**src/rtl/rst_seq.sv**
```systemverilog
// Lock-qualified reset sequencer: holds reset until lock has been stable, then releases CHANNELS resets in index order.
// Optional saturating lock-loss counter built only when RST_SEQ_RELOCK_COUNT_EN is defined.
module rst_seq #(
    parameter int CHANNELS    = 3,
    parameter int SYNC_STAGES = 4,
    parameter int HOLD_CYCLES = 1250,
    parameter int STAGE_DELAY = 16
) (
    input  logic                clk,
    input  logic                reset,
    input  logic                lock,
    input  logic                soft_reset,
    output logic [CHANNELS-1:0] rst_out,
    output logic                ready,
    output logic [7:0]          relock_count
);

    localparam int CNT_MAX = (HOLD_CYCLES > STAGE_DELAY) ? HOLD_CYCLES : STAGE_DELAY;
    localparam int CNT_W   = $clog2(CNT_MAX + 1);
    localparam int K_W     = $clog2(CHANNELS + 1);

    localparam logic [CNT_W-1:0] HOLD_LAST  = CNT_W'(HOLD_CYCLES - 1);
    localparam logic [CNT_W-1:0] DELAY_LAST = CNT_W'(STAGE_DELAY - 1);
    localparam logic [K_W-1:0]   K_LAST     = K_W'(CHANNELS - 1);

    typedef enum logic [1:0] {
        S_HOLD    = 2'd0,
        S_RELEASE = 2'd1,
        S_RUN     = 2'd2
    } state_t;

    logic [SYNC_STAGES-1:0] sync_q;
    logic                   lock_sync;

    state_t                 state_q, state_d;
    logic [CNT_W-1:0]       cnt_q, cnt_d;
    logic [K_W-1:0]         k_q, k_d;
    logic [CHANNELS-1:0]    rst_q, rst_d;
    logic                   ready_q, ready_d;

    always_ff @(posedge clk or posedge reset) begin
        if (reset) begin
            sync_q <= '0;
        end else begin
            sync_q <= {sync_q[SYNC_STAGES-2:0], lock};
        end
    end

    assign lock_sync = sync_q[SYNC_STAGES-1];

    always_ff @(posedge clk or posedge reset) begin
        if (reset) begin
            state_q <= S_HOLD;
            cnt_q   <= '0;
            k_q     <= '0;
            rst_q   <= '1;
            ready_q <= 1'b0;
        end else begin
            state_q <= state_d;
            cnt_q   <= cnt_d;
            k_q     <= k_d;
            rst_q   <= rst_d;
            ready_q <= ready_d;
        end
    end

    always_comb begin
        state_d = state_q;
        cnt_d   = cnt_q;
        k_d     = k_q;
        rst_d   = rst_q;
        ready_d = ready_q;
        case (state_q)
            S_HOLD: begin
                if (lock_sync && !soft_reset) begin
                    if (cnt_q == HOLD_LAST) begin
                        state_d = S_RELEASE;
                        cnt_d   = '0;
                    end else begin
                        cnt_d = cnt_q + CNT_W'(1);
                    end
                end else begin
                    cnt_d = '0;
                end
            end
            S_RELEASE, S_RUN: begin
                // Abort is evaluated first so it overrides a release due on the same edge.
                if (!lock_sync || soft_reset) begin
                    state_d = S_HOLD;
                    cnt_d   = '0;
                    k_d     = '0;
                    rst_d   = '1;
                    ready_d = 1'b0;
                end else if (state_q == S_RELEASE) begin
                    if (cnt_q == DELAY_LAST) begin
                        cnt_d = '0;
                        k_d   = k_q + K_W'(1);
                        rst_d = rst_q & ~(CHANNELS'(1) << k_q);
                        if (k_q == K_LAST) begin
                            state_d = S_RUN;
                            ready_d = 1'b1;
                        end
                    end else begin
                        cnt_d = cnt_q + CNT_W'(1);
                    end
                end
            end
            default: begin
                state_d = S_HOLD;
                cnt_d   = '0;
                k_d     = '0;
                rst_d   = '1;
                ready_d = 1'b0;
            end
        endcase
    end

    assign rst_out = rst_q;
    assign ready   = ready_q;

`ifdef RST_SEQ_RELOCK_COUNT_EN
    logic [7:0] relock_q, relock_d;
    logic       relock_inc;

    // Only lock loss while sequencing or running counts; soft aborts are ignored.
    assign relock_inc = (state_q != S_HOLD) && !lock_sync;

    always_comb begin
        relock_d = relock_q;
        if (relock_inc && (relock_q != 8'hFF)) begin
            relock_d = relock_q + 8'd1;
        end
    end

    always_ff @(posedge clk or posedge reset) begin
        if (reset) begin
            relock_q <= 8'd0;
        end else begin
            relock_q <= relock_d;
        end
    end

    assign relock_count = relock_q;
`else
    assign relock_count = 8'd0;
`endif

endmodule

```
**config.mk**
```make
export PLATFORM = sky130hd
export DESIGN_NAME = rst_seq
export DESIGN_NICKNAME = d
export VERILOG_FILES = /design/src/rtl/rst_seq.sv
export SDC_FILE = /design/constraint.sdc
export NUM_CORES = 1
export LEC_CHECK = 0
export ABC_AREA = 1
export BUFFER_PORTS_ARGS = -buffer_cell sky130_fd_sc_hd__buf_2
export CAP_MARGIN = 30
export CORE_ASPECT_RATIO = 1.2
export CORE_MARGIN = 4
export CORE_UTILIZATION = 55
export CTS_BUF_LIST = sky130_fd_sc_hd__clkbuf_16
export CTS_CLUSTER_SIZE = 25
export DETAILED_ROUTE_END_ITERATION = 6
export PLACE_DENSITY = 0.76
export REMOVE_ABC_BUFFERS = 1
export SLEW_MARGIN = 20
export SYNTH_ARGS = -nofsm -noshare
export SYNTH_HDL_FRONTEND = slang
export SYNTH_SLANG_ARGS = --single-unit
```
**constraint.sdc**
```tcl
create_clock -name clk -period 2.1 [get_ports clk]
set_input_delay 0.105 -clock clk [delete_from_list [all_inputs] [get_ports clk]]
set_output_delay 0.105 -clock clk [all_outputs]
set_load 0.1 [all_outputs]
```
==> impl_results.html, run 1 <==
<table>
<tr><th>Metric</th><th>Value</th></tr>
<tr><th colspan="2">Floorplanning</th></tr>
<tr><td>Die area</td><td>approximately 0.0035 mm²</td></tr>
<tr><td>I/O pins</td><td>16</td></tr>
<tr><td>Die outline height</td><td>around 64 µm</td></tr>
<tr><td>Standard-cell rows</td><td>20</td></tr>
<tr><td>Core region area</td><td>0.00253 mm²</td></tr>
<tr><td>Initial core utilization</td><td>between 50 and 60%</td></tr>
<tr><td>X dimension of the die</td><td>between 50 and 60 µm</td></tr>
<tr><th colspan="2">Worst setup path</th></tr>
<tr><td>Maximum fanout along the worst path</td><td>14</td></tr>
<tr><td>Critical path data required time</td><td>approximately 2200 ps</td></tr>
<tr><td>Startpoint type of the worst setup path</td><td>register</td></tr>
<tr><td>Worst setup path class</td><td>reg -&gt; reg</td></tr>
<tr><td>Endpoint class of the critical path</td><td>register</td></tr>
<tr><td>Data arrival time at the worst-slack endpoint</td><td>1870 ps</td></tr>
<tr><th colspan="2">Detailed routing</th></tr>
<tr><td>DR iter-0 viols</td><td>33</td></tr>
<tr><td>Via-to-Cell Ratio</td><td>5.28</td></tr>
<tr><td>Total vias in the final route</td><td>approximately 1,200</td></tr>
<tr><td>Wire length after detailed routing</td><td>2.76 mm</td></tr>
<tr><td>Routed WL per cell</td><td>about 12 µm</td></tr>
<tr><td>Antenna violation net count after detailed routing</td><td>0</td></tr>
<tr><td>DRC errors left</td><td>0</td></tr>
<tr><td>Pre-antenna DRT Iters</td><td>4</td></tr>
<tr><th colspan="2">Synthesis</th></tr>
<tr><td>Share of synthesized registers carrying an async set or reset</td><td>between 90% and 100%</td></tr>
<tr><td>Flip-flop and latch count after synthesis</td><td>23</td></tr>
<tr><td>Total number of yosys warnings</td><td>0</td></tr>
<tr><td>Number of instances in the synthesized netlist</td><td>180</td></tr>
<tr><td>Most instantiated flip-flop cell in the synthesis netlist</td><td>dfrtp_1</td></tr>
<tr><td>Syn Std Cell Area</td><td>~0.0014 mm²</td></tr>
<tr><td>Number of synthesized flops with an enable pin</td><td>0</td></tr>
<tr><td>Seq/Total Area, Yosys</td><td>between 40% and 50%</td></tr>
<tr><td>Number of distinct standard cells referenced by the synthesized netlist</td><td>26</td></tr>
<tr><td>Synthesized area per cell</td><td>between 8 and 9 µm²</td></tr>
<tr><th colspan="2">Cells and area</th></tr>
<tr><td>Sequential cell area</td><td>approximately 580 µm²</td></tr>
<tr><td>Filler cell count</td><td>approximately 220</td></tr>
<tr><td>Commonest non-fill, non-tap cell in the layout</td><td>nand2_1</td></tr>
<tr><td>Most frequent cells in the layout</td><td>nand2_1, inv_1, dfrtp_1, nor2_1, nand3_1</td></tr>
<tr><td>Nets</td><td>~200</td></tr>
<tr><td>Count of inserted antenna diode cells</td><td>0</td></tr>
<tr><td>Area of combinational cells with multiple inputs</td><td>716 µm²</td></tr>
<tr><td>Area grow syn2layout</td><td>10.9%</td></tr>
<tr><td>Share of layout cells above drive strength 1</td><td>approximately a fifth</td></tr>
<tr><th colspan="2">STA</th></tr>
<tr><td>Slew Limit Fails</td><td>0</td></tr>
<tr><td>Crit path setup slack, layout</td><td>362 ps</td></tr>
<tr><td>Time the worst path needs with I/O delays and setup</td><td>1740 ps</td></tr>
<tr><td>Maximum clock frequency</td><td>between 500 and 600 MHz</td></tr>
<tr><td>Post-Route Setup TNS</td><td>0 ps</td></tr>
<tr><td>Clock Skews</td><td>2.73 ps</td></tr>
<tr><td>Setup-violating endpoint count in the final report</td><td>0</td></tr>
<tr><td>Period utilisation layout</td><td>82.8%</td></tr>
<tr><td>Number of hold violations in the final report</td><td>0</td></tr>
<tr><td>RSZ-0062 raised after global routing</td><td>no</td></tr>
<tr><th colspan="2">GRT</th></tr>
<tr><td>Total grt overflow</td><td>0</td></tr>
<tr><td>Number of global-route vias before repair</td><td>1,169</td></tr>
<tr><td>Wire length of the first global-routing pass</td><td>4.82 mm</td></tr>
<tr><td>Largest net degree at the start of global routing</td><td>24</td></tr>
<tr><td>Total track usage</td><td>between 10% and 20%</td></tr>
<tr><td>Initial antenna violation count</td><td>0</td></tr>
<tr><th colspan="2">Clock network</th></tr>
<tr><td>Buffer depth of the longest clock path</td><td>2</td></tr>
<tr><td>Clk pin slew, worst setup/hold paths</td><td>60 ps</td></tr>
<tr><td>Number of CTS-inserted buffers</td><td>3</td></tr>
<tr><td>TritonCTS clock tree</td><td>built</td></tr>
<tr><td>Deepest level of the CTS H-tree</td><td>1</td></tr>
<tr><td>Clock Sinks</td><td>23</td></tr>
<tr><td>CTS Root Buffer Type</td><td>clkbuf_16</td></tr>
<tr><td>Number of cells upsized or downsized after cts</td><td>0</td></tr>
<tr><td>Insertion delay of the later-clocked pin in the worst-skew pair</td><td>around 250 ps</td></tr>
<tr><th colspan="2">Place</th></tr>
<tr><td>Final GP Congestion</td><td>0.904</td></tr>
<tr><td>Post-Place Setup Slack</td><td>around 380 ps</td></tr>
<tr><td>Buffers added on ports</td><td>7</td></tr>
<tr><td>Half-perimeter wire length after detailed placement</td><td>2.06 mm</td></tr>
<tr><th colspan="2">Run status</th></tr>
<tr><td>Outcome</td><td>finished, final reports clean</td></tr>
<tr><th colspan="2">Power</th></tr>
<tr><td>Ratio of total power to cell area</td><td>roughly 640 mW/mm²</td></tr>
<tr><td>Maximum resistive drop on vdd</td><td>between 0.4 and 0.5 mV</td></tr>
<tr><td>Standby leakage power</td><td>~0.77 nW</td></tr>
<tr><th colspan="2">Job</th></tr>
<tr><td>Total of max-cap violations</td><td>0</td></tr>
<tr><th colspan="2">Min path</th></tr>
<tr><td>Min-delay worst type</td><td>in -&gt; reg</td></tr>
</table>
cells in the mapped netlist, types with 2 or more instances:
library cell	instances	area, µm²
a21oi_1	7	35.0
a21oi_2	3	26.3
buf_4	8	60.1
dfrtp_1	20	500
dfstp_2	3	78.8
ha_1	8	100
inv_1	26	97.6
nand2_1	42	158
nand2_2	7	43.8
nand3_1	9	45.0
nand3_2	3	30.0
nand4_1	6	37.5
nor2_1	11	41.3
nor2_2	5	31.3
nor2_4	2	22.5
nor3_1	2	10.0
o21ai_0	2	10.0
o21ai_1	3	15.0
o21ai_2	3	26.3
xor2_1	4	35.0
final timing paths:
check / cells past startpoint / start / slack [ps] / end
worst min register to register: 0 / sync_q[1] / 360 / sync_q[2]
max in group asynchronous: 4 / reset / 1270 / rst_out[0]
worst max register to register: 8 / state_q[0] / 360 / cnt_q[2]
worst max-delay path: 8 / state_q[0] / 360 / cnt_q[2]
worst min-delay path: 4 / soft_reset / 170 / state_q[0]
min in group asynchronous: 3 / reset / 350 / cnt_q[0]
flip-flops by register name (all words and copies together), names as in the netlist:
register	flops
sync_q	4
ready	1
cnt_q	11
state_q	2
rst_out	3
k_q	2
layout make-up:
class                      count  area share (%)
tap                           33            2.58
clock inverter                 1           0.234
timing repair buffer          10            5.15
multi-input combinational    127            44.7
clock buffer                   3            4.68
sequential                    23            36.1
inverter                      28            6.56
critical path: stages, from the launching register on:
cell     delay [ps]
dfrtp_1         400
inv_1            60
ha_1            300
inv_1            70
nor2_4          190
nand2_2         240
nand2_1         150
xor2_1          150
a21oi_1          50
logic make-up after synthesis:
group	share of synthesized area, %
compound gates	8.31
xor+xnor	2.42
fa+ha+maj	6.93
buf+inv	12.2
flops	40.1
other cells	0.259
simple gates	29.8
stage by stage:
step / total power, mW / hold WS, ps / std cells / utilization [%] / area [µm²]
floorplan: 0.595 / 105 / 178 / - / 1400
global placement: 0.614 / 216 / 218 / 58.4 / 1480
detailed placement: 0.619 / 220 / 218 / 58.4 / 1480
CTS: 1.03 / 63.6 / 223 / 61.9 / 1570
global route: 1.07 / 205 / 225 / 63.4 / 1600
finish: 1.02 / 171 / 225 / 63.4 / 1600
timing repair:
item | CTS | global route
hold buffers | 1 | 1
hold endpoints to repair | 1 | 6
buffers inserted | 0 | 0
per-layer routing:
layer | routed length, µm | share of wire [%] | track usage (%)
met1 | 1090 | 39 | 21.5
met2 | 1540 | 56 | 30.3
met3 | 58 | 2.1 | 3.50
met5 | 0 | 0 | 0
met4 | 69 | 2.5 | 8.72
power breakdown:
| group | switching, mW | leakage [nW] | internal (mW) | total, mW |
|---|---|---|---|---|
| Combinational | 0.109 | 0.429 | 0.0306 | 0.139 |
| Clock | 0.149 | 0.0423 | 0.254 | 0.403 |
| Sequential | 0.0218 | 0.299 | 0.461 | 0.483 |
| Total | 0.279 | 0.770 | 0.745 | 1.02 |
No activity file was read; power rests on OpenSTA's default activity.
==> run 2: changes to the inputs <==
CORE_UTILIZATION = 52   (was 55)
PLACE_DENSITY = 0.75   (was 0.76)
clock period = 1.4 ns   (was 2.1 ns; I/O delays follow)
==> run 2 against run 1 <==
Against the previous run:
- critical path depth stayed put
- final cell count increased by 11%
- utilization grew 10 points
- the run now ends with setup timing left
- largest power group unchanged
- largest cell class unchanged
- power increased by 57%
- clock skew barely moved
- register-to-register slack got worse by 480 ps
- sequential cell count unchanged
- highest routed layer unchanged
- first-iteration DRC count up 9.1%
- sequential power increased by 48%
- combinational power grew 110%
==> impl_results.html, run 2 (synthesized netlist as in run 1, its figures left out) <==
<table>
<tr><th>Metric</th><th>Value</th></tr>
<tr><th colspan="2">STA</th></tr>
<tr><td>Maximum clock frequency</td><td>660 MHz (+15%)</td></tr>
<tr><td>Crit path setup slack, layout</td><td>-114 ps (-476 ps)</td></tr>
<tr><td>Period utilisation layout</td><td>108% (+25 points)</td></tr>
<tr><td>Time the worst path needs with I/O delays and setup</td><td>1510 ps (-224 ps)</td></tr>
<tr><td>Slew Limit Fails</td><td>0 (unchanged)</td></tr>
<tr><td>Setup-violating endpoint count in the final report</td><td>19 (+19)</td></tr>
<tr><td>Clock Skews</td><td>2.48 ps (-0.247 ps)</td></tr>
<tr><td>RSZ-0062 raised after global routing</td><td>yes</td></tr>
<tr><td>Number of hold violations in the final report</td><td>0 (unchanged)</td></tr>
<tr><th colspan="2">Job</th></tr>
<tr><td>Total of max-cap violations</td><td>0 (unchanged)</td></tr>
<tr><th colspan="2">Detailed routing</th></tr>
<tr><td>Routed WL per cell</td><td>13.9 µm (+13%)</td></tr>
<tr><td>Wire length after detailed routing</td><td>3.46 mm (+25%)</td></tr>
<tr><td>Pre-antenna DRT Iters</td><td>6 (+2)</td></tr>
<tr><td>DR iter-0 viols</td><td>36 (+9.1%)</td></tr>
<tr><td>Total vias in the final route</td><td>1,260 (+6.0%)</td></tr>
<tr><td>Antenna violation net count after detailed routing</td><td>0 (unchanged)</td></tr>
<tr><td>Via-to-Cell Ratio</td><td>5.06 (-4.2%)</td></tr>
<tr><td>DRC errors left</td><td>0 (unchanged)</td></tr>
<tr><th colspan="2">Power</th></tr>
<tr><td>Ratio of total power to cell area</td><td>838 mW/mm² (+31%)</td></tr>
<tr><td>Total power</td><td>1.61 mW (+57%)</td></tr>
<tr><td>Maximum resistive drop on vdd</td><td>0.779 mV (+70%)</td></tr>
<tr><td>Standby leakage power</td><td>0.905 nW (+17%)</td></tr>
<tr><th colspan="2">Floorplanning</th></tr>
<tr><td>Core region area</td><td>0.00260 mm² (+3.0%)</td></tr>
<tr><td>I/O pins</td><td>16 (unchanged)</td></tr>
<tr><td>Initial core utilization</td><td>55.5% (-1.6 points)</td></tr>
<tr><td>Die outline height</td><td>65.8 µm (+2.5%)</td></tr>
<tr><td>X dimension of the die</td><td>56.1 µm (+2.4%)</td></tr>
<tr><td>Standard-cell rows</td><td>20 (unchanged)</td></tr>
<tr><td>Die area</td><td>0.00369 mm² (+5.0%)</td></tr>
<tr><th colspan="2">GRT</th></tr>
<tr><td>Largest net degree at the start of global routing</td><td>24 (unchanged)</td></tr>
<tr><td>Initial antenna violation count</td><td>0 (unchanged)</td></tr>
<tr><td>Total track usage</td><td>20.9% (+2.7 points)</td></tr>
<tr><td>Wire length of the first global-routing pass</td><td>6.04 mm (+25%)</td></tr>
<tr><td>Number of global-route vias before repair</td><td>1,337 (+14%)</td></tr>
<tr><td>Total grt overflow</td><td>0 (unchanged)</td></tr>
<tr><th colspan="2">Cells and area</th></tr>
<tr><td>Share of layout cells above drive strength 1</td><td>43.5% (+23 points)</td></tr>
<tr><td>Nets</td><td>229 (+12%)</td></tr>
<tr><td>Count of inserted antenna diode cells</td><td>0 (unchanged)</td></tr>
<tr><td>Register name with the most flops</td><td>cnt_q</td></tr>
<tr><td>Commonest non-fill, non-tap cell in the layout</td><td>nand2_1</td></tr>
<tr><td>Most frequent cells in the layout</td><td>nand2_1, buf_4, inv_1, dfrtp_1, nor2_2</td></tr>
<tr><td>Number of flip-flops in the largest register</td><td>11 (unchanged)</td></tr>
<tr><td>Final Core Density</td><td>73.8% (+10 points)</td></tr>
<tr><td>Area grow syn2layout</td><td>33.0%</td></tr>
<tr><td>Filler cell count</td><td>181 (-16%)</td></tr>
<tr><th colspan="2">Clock network</th></tr>
<tr><td>Insertion delay of the later-clocked pin in the worst-skew pair</td><td>250 ps (about the same)</td></tr>
<tr><td>Deepest level of the CTS H-tree</td><td>1 (unchanged)</td></tr>
<tr><td>CTS Root Buffer Type</td><td>clkbuf_16</td></tr>
<tr><td>Buffer depth of the longest clock path</td><td>2 (unchanged)</td></tr>
<tr><td>TritonCTS clock tree</td><td>built</td></tr>
<tr><td>Clock Sinks</td><td>23 (unchanged)</td></tr>
<tr><td>Number of CTS-inserted buffers</td><td>3 (unchanged)</td></tr>
<tr><td>Clk pin slew, worst setup/hold paths</td><td>60 ps (about the same)</td></tr>
<tr><th colspan="2">Worst setup path</th></tr>
<tr><td>Worst setup path class</td><td>reg -&gt; reg</td></tr>
<tr><td>Critical path data required time</td><td>1580 ps (-650 ps)</td></tr>
<tr><td>Max stage delay cell, worst path</td><td>dfrtp_1</td></tr>
<tr><td>Maximum fanout along the worst path</td><td>8 (-6)</td></tr>
<tr><td>Cell chain of the critical path</td><td>inv_2 &gt; ha_4 &gt; inv_2 &gt; nor2_4 &gt; nand2_4 &gt; nand2_4 &gt; nand2_8 &gt; a21oi_2</td></tr>
<tr><td>Endpoint class of the critical path</td><td>register</td></tr>
<tr><td>Data arrival time at the worst-slack endpoint</td><td>1700 ps (-170 ps)</td></tr>
<tr><td>Slowest Stage Delay on Critical Path</td><td>370 ps (-30 ps)</td></tr>
<tr><td>Startpoint type of the worst setup path</td><td>register</td></tr>
<tr><th colspan="2">Place</th></tr>
<tr><td>Half-perimeter wire length after detailed placement</td><td>2.33 mm (+14%)</td></tr>
<tr><td>Buffers added on ports</td><td>7 (unchanged)</td></tr>
<tr><td>Final GP Congestion</td><td>0.911 (+0.85%)</td></tr>
<tr><th colspan="2">Run status</th></tr>
<tr><td>Violations in the final reports</td><td>setup timing</td></tr>
<tr><td>Outcome</td><td>finished, violations left</td></tr>
<tr><th colspan="2">Min path</th></tr>
<tr><td>Min-delay worst type</td><td>in -&gt; reg</td></tr>
</table>
run 2: final timing paths:
check	startpoint	endpoint	slack (ps)	depth (start not counted)
min in group asynchronous	reset	sync_q[3]	400	4
max	state_q[1]	cnt_q[2]	-110	8
max in group asynchronous	reset	rst_out[1]	710	4
max reg2reg	state_q[1]	cnt_q[2]	-110	8
min reg2reg	sync_q[2]	sync_q[3]	350	0
min	soft_reset	state_q[0]	130	4
run 2: routing by layer:
layer | vias to the layer above | wire length, µm | track usage, %
li1 | 619 | - | -
met1 | 608 | 1380 | 24.0
met2 | 29 | 1950 | 38.9
met3 | 4 | 103 | 3.34
met4 | 0 | 34 | 7.42
met5 | - | 0 | 0
run 2: cell type report:
class | instances | area [µm²] | area share [%]
inverter | 28 | 106 | 5.53
tap | 33 | 41.3 | 2.15
timing repair buffer | 33 | 235 | 12.2
multi-input combinational | 128 | 880 | 45.8
clock buffer | 3 | 75.1 | 3.91
sequential | 23 | 581 | 30.2
clock inverter | 1 | 3.75 | 0.195
run 2: per-stage QoR:
step | hold WS (ps) | worst slack (ps) | setup TNS, ps | cells | instance area [µm²]
global placement | 117 | -52.3 | -253 | 237 | 1620
floorplan | 69.7 | -137 | -935 | 178 | 1400
detailed placement | 126 | -125 | -1190 | 237 | 1620
CTS | 133 | -45.0 | -473 | 246 | 1830
global route | 170 | -183 | -2840 | 249 | 1920
finish | 135 | -114 | -1580 | 249 | 1920
run 2: power by group:
part	total [mW]	internal [mW]	switching [mW]
Sequential	0.714	0.691	0.0231
Combinational	0.285	0.0835	0.201
Clock	0.612	0.381	0.231
run 2: timing repair:
action / in CTS / in global routing
pin swaps: 10 / 19
cloned: 1 / 0
hold buffers: 2 / 0
hold endpoints to repair: 21 / 0
setup endpoints to repair: 17 / 19
gates resized for setup: 24 / 18
buffers inserted: 2 / 3
run 2: critical path, delay by kind of cell (launching register included):
kind                     cells  cell delay, ps
AND/OR/NAND/NOR              4             560
AO/OA/AOI/OAI                1             140
adder cells (fa/ha/maj)      1             270
flip-flops                   1             370
buffers and inverters        2             100
==> run 3: changes to the inputs <==
CORE_UTILIZATION = 55   (was 52)
PLACE_DENSITY = 0.76   (was 0.75)
clock period = 1.45 ns   (was 1.4 ns; I/O delays follow)
==> run 3 against run 2 <==
Against the previous run:
- routed wire length increased by 12%
- via count increased by 5.7%
- count of clock-buffer cells in the layout unchanged
- largest power group unchanged
- sequential cell count unchanged
- global-route usage increased by 2.7 points
- combinational power increased by 3%
- the flow still finishes with violations (setup timing)
- non-clock buffer count increased by 1
- critical endpoint unchanged
==> impl_results.html, run 3 (synthesized netlist as in run 1, its figures left out) <==
<table>
<tr><th>Metric</th><th>Value</th></tr>
<tr><th colspan="2">Run status</th></tr>
<tr><td>Outcome</td><td>finished, violations left</td></tr>
<tr><td>Violations in the final reports</td><td>setup timing</td></tr>
<tr><th colspan="2">Cells and area</th></tr>
<tr><td>Register name with the most flops</td><td>cnt_q</td></tr>
<tr><td>Share of layout cells above drive strength 1</td><td>47.9% (+4.4 points)</td></tr>
<tr><td>Nets</td><td>230 (+0.44%)</td></tr>
<tr><td>Count of inserted antenna diode cells</td><td>0 (unchanged)</td></tr>
<tr><td>Final design area excluding fillers</td><td>0.00201 mm² (+4.8%)</td></tr>
<tr><td>Number of flip-flops in the largest register</td><td>11 (unchanged)</td></tr>
<tr><td>Most frequent cells in the layout</td><td>nand2_1, buf_4, inv_1, dfrtp_1, nand2_2</td></tr>
<tr><td>Final Core Density</td><td>79.7% (+5.8 points)</td></tr>
<tr><td>Post-route non-filler standard cell count</td><td>250 (+0.40%)</td></tr>
<tr><td>Area grow syn2layout</td><td>39.3%</td></tr>
<tr><td>Commonest non-fill, non-tap cell in the layout</td><td>nand2_1</td></tr>
<tr><th colspan="2">Floorplanning</th></tr>
<tr><td>Initial core utilization</td><td>57.2% (+1.6 points)</td></tr>
<tr><td>Core region area</td><td>0.00253 mm² (-2.9%)</td></tr>
<tr><td>X dimension of the die</td><td>54.8 µm (-2.4%)</td></tr>
<tr><td>Die area</td><td>0.00352 mm² (-4.7%)</td></tr>
<tr><td>I/O pins</td><td>16 (unchanged)</td></tr>
<tr><td>Standard-cell rows</td><td>20 (unchanged)</td></tr>
<tr><td>Die outline height</td><td>64.2 µm (-2.4%)</td></tr>
<tr><th colspan="2">Place</th></tr>
<tr><td>Post-Place Setup Slack</td><td>-94.6 ps (+30.1 ps)</td></tr>
<tr><td>Buffers added on ports</td><td>7 (unchanged)</td></tr>
<tr><td>Half-perimeter wire length after detailed placement</td><td>2.22 mm (-4.7%)</td></tr>
<tr><td>Cell total after placement</td><td>235 (-0.84%)</td></tr>
<tr><td>Final GP Congestion</td><td>0.846 (-7.2%)</td></tr>
<tr><td>Placed Instance Area</td><td>0.00160 mm² (-0.93%)</td></tr>
<tr><th colspan="2">STA</th></tr>
<tr><td>Period utilisation layout</td><td>108% (-0.38 points)</td></tr>
<tr><td>Slew Limit Fails</td><td>0 (unchanged)</td></tr>
<tr><td>Crit path setup slack, layout</td><td>-113 ps (+1.47 ps)</td></tr>
<tr><td>Time the worst path needs with I/O delays and setup</td><td>1560 ps (+48.5 ps)</td></tr>
<tr><td>Number of hold violations in the final report</td><td>0 (unchanged)</td></tr>
<tr><td>Final worst hold slack</td><td>132 ps (-2.31 ps)</td></tr>
<tr><td>Clock Skews</td><td>4.05 ps (+1.57 ps)</td></tr>
<tr><td>Setup-violating endpoint count in the final report</td><td>19 (unchanged)</td></tr>
<tr><td>RSZ-0062 raised after global routing</td><td>yes</td></tr>
<tr><td>Maximum clock frequency</td><td>640 MHz (-3.1%)</td></tr>
<tr><th colspan="2">Clock network</th></tr>
<tr><td>Buffer depth of the longest clock path</td><td>2 (unchanged)</td></tr>
<tr><td>Clk pin slew, worst setup/hold paths</td><td>60 ps (about the same)</td></tr>
<tr><td>TritonCTS clock tree</td><td>built</td></tr>
<tr><td>Deepest level of the CTS H-tree</td><td>1 (unchanged)</td></tr>
<tr><td>Number of CTS-inserted buffers</td><td>3 (unchanged)</td></tr>
<tr><td>Insertion delay of the later-clocked pin in the worst-skew pair</td><td>260 ps (about the same)</td></tr>
<tr><td>Clock Sinks</td><td>23 (unchanged)</td></tr>
<tr><td>CTS Root Buffer Type</td><td>clkbuf_16</td></tr>
<tr><th colspan="2">Worst setup path</th></tr>
<tr><td>Critical Path Source</td><td>state_q[1]</td></tr>
<tr><td>Endpoint class of the critical path</td><td>register</td></tr>
<tr><td>Worst reg2reg startpoint</td><td>state_q[1]</td></tr>
<tr><td>Critical path data required time</td><td>1600 ps (+20 ps)</td></tr>
<tr><td>Worst setup path class</td><td>reg -&gt; reg</td></tr>
<tr><td>Data arrival time at the worst-slack endpoint</td><td>1710 ps (about the same)</td></tr>
<tr><td>Startpoint type of the worst setup path</td><td>register</td></tr>
<tr><td>Maximum fanout along the worst path</td><td>5 (-3)</td></tr>
<tr><th colspan="2">Min path</th></tr>
<tr><td>Startpoint of the tightest hold check path</td><td>soft_reset</td></tr>
<tr><td>Min-delay worst type</td><td>in -&gt; reg</td></tr>
<tr><th colspan="2">Power</th></tr>
<tr><td>Maximum resistive drop on vdd</td><td>0.674 mV (-13%)</td></tr>
<tr><td>Net switching power</td><td>0.464 mW (+1.8%)</td></tr>
<tr><td>Standby leakage power</td><td>0.921 nW (+1.8%)</td></tr>
<tr><td>Internal power</td><td>1.14 mW (-1.4%)</td></tr>
<tr><td>Share of total power in combinational logic</td><td>18.3% (+0.6 points)</td></tr>
<tr><td>Net Sw Frac</td><td>28.9% (+0.66 points)</td></tr>
<tr><td>Proportion of power drawn by the clock network</td><td>37.4% (-0.6 points)</td></tr>
<tr><td>Sequential cell fraction of total power</td><td>44.3% (about the same)</td></tr>
<tr><td>Ratio of total power to cell area</td><td>796 mW/mm² (-5.0%)</td></tr>
<tr><th colspan="2">Detailed routing</th></tr>
<tr><td>Routed WL per cell</td><td>15.6 µm (+12%)</td></tr>
<tr><td>DR iter-0 viols</td><td>44 (+22%)</td></tr>
<tr><td>Antenna violation net count after detailed routing</td><td>0 (unchanged)</td></tr>
<tr><td>DRC errors left</td><td>0 (unchanged)</td></tr>
<tr><td>Via-to-Cell Ratio</td><td>5.33 (+5.3%)</td></tr>
<tr><td>Pre-antenna DRT Iters</td><td>4 (-2)</td></tr>
<tr><td>Total vias in the final route</td><td>1,332 (+5.7%)</td></tr>
<tr><td>Wire length after detailed routing</td><td>3.89 mm (+12%)</td></tr>
<tr><th colspan="2">GRT</th></tr>
<tr><td>Initial antenna violation count</td><td>0 (unchanged)</td></tr>
<tr><td>Number of global-route vias before repair</td><td>1,316 (-1.6%)</td></tr>
<tr><td>Total track usage</td><td>23.6% (+2.7 points)</td></tr>
<tr><td>Largest net degree at the start of global routing</td><td>24 (unchanged)</td></tr>
<tr><td>Wire length of the first global-routing pass</td><td>6.00 mm (-0.68%)</td></tr>
<tr><td>Total grt overflow</td><td>0 (unchanged)</td></tr>
<tr><th colspan="2">Job</th></tr>
<tr><td>Total of max-cap violations</td><td>0 (unchanged)</td></tr>
</table>
[run 3: cell count changes in the layout (fill, tap and decap cells not counted), sizes merged]
cell and delta:
buf +1
[run 3: routing by layer]
| layer | vias up | GRT usage [%] | wire length (µm) |
|---|---|---|---|
| met5 | - | 0 | 0 |
| met4 | 0 | 8.41 | 117 |
| met3 | 16 | 4.66 | 121 |
| met2 | 39 | 40.2 | 2170 |
| met1 | 655 | 28.1 | 1490 |
| li1 | 622 | - | - |
[run 3: final timing paths]
kind	end	slack, ps	cells past startpoint
min reg2reg	sync_q[2]	360	0
max reg2reg	cnt_q[2]	-110	8
max	cnt_q[2]	-110	8
min	state_q[0]	130	4
min in group asynchronous	cnt_q[2]	400	4
max in group asynchronous	rst_out[0]	770	4
[run 3: area by class of cell]
class,instances,area [µm²]
inverter,28,108
clock inverter,1,5.00
multi-input combinational,128,948
fill,150,514
timing repair buffer,34,254
sequential,23,582
tap,33,41.3
clock buffer,3,75.1
[run 3: repair_timing]
item | CTS | global route
cloned | 1 | 0
endpoints found under the hold margin | 21 | 0
gates resized for setup | 18 | 43
setup buffers | 5 | 3
hold buffers | 2 | 0
pin swaps | 9 | 18
setup endpoints to repair | 16 | 19
[run 3: stage by stage]
stage,total power [mW],setup TNS (ps)
floorplan,0.861,-435
global placement,0.913,0
finish,1.60,-1510
global route,1.67,-2540
CTS,1.52,-19.7
detailed placement,0.918,-878
[run 3: power by group through the flow]
stage | clock, mW | sequential, mW | combinational (mW)
floorplan | 0 | 0.701 | 0.161
global placement | 0 | 0.699 | 0.214
detailed placement | 0 | 0.700 | 0.217
CTS | 0.597 | 0.688 | 0.238
global route | 0.642 | 0.716 | 0.317
finish | 0.600 | 0.710 | 0.293
[run 3: worst max-delay path: stages, from the launching register on]
cell and delay (ps):
dfrtp_1 380, inv_2 70, ha_4 270, inv_2 40, nor2_4 240, nand2_4 140
nand2_4 90, xor2_2 160, a21oi_2 40
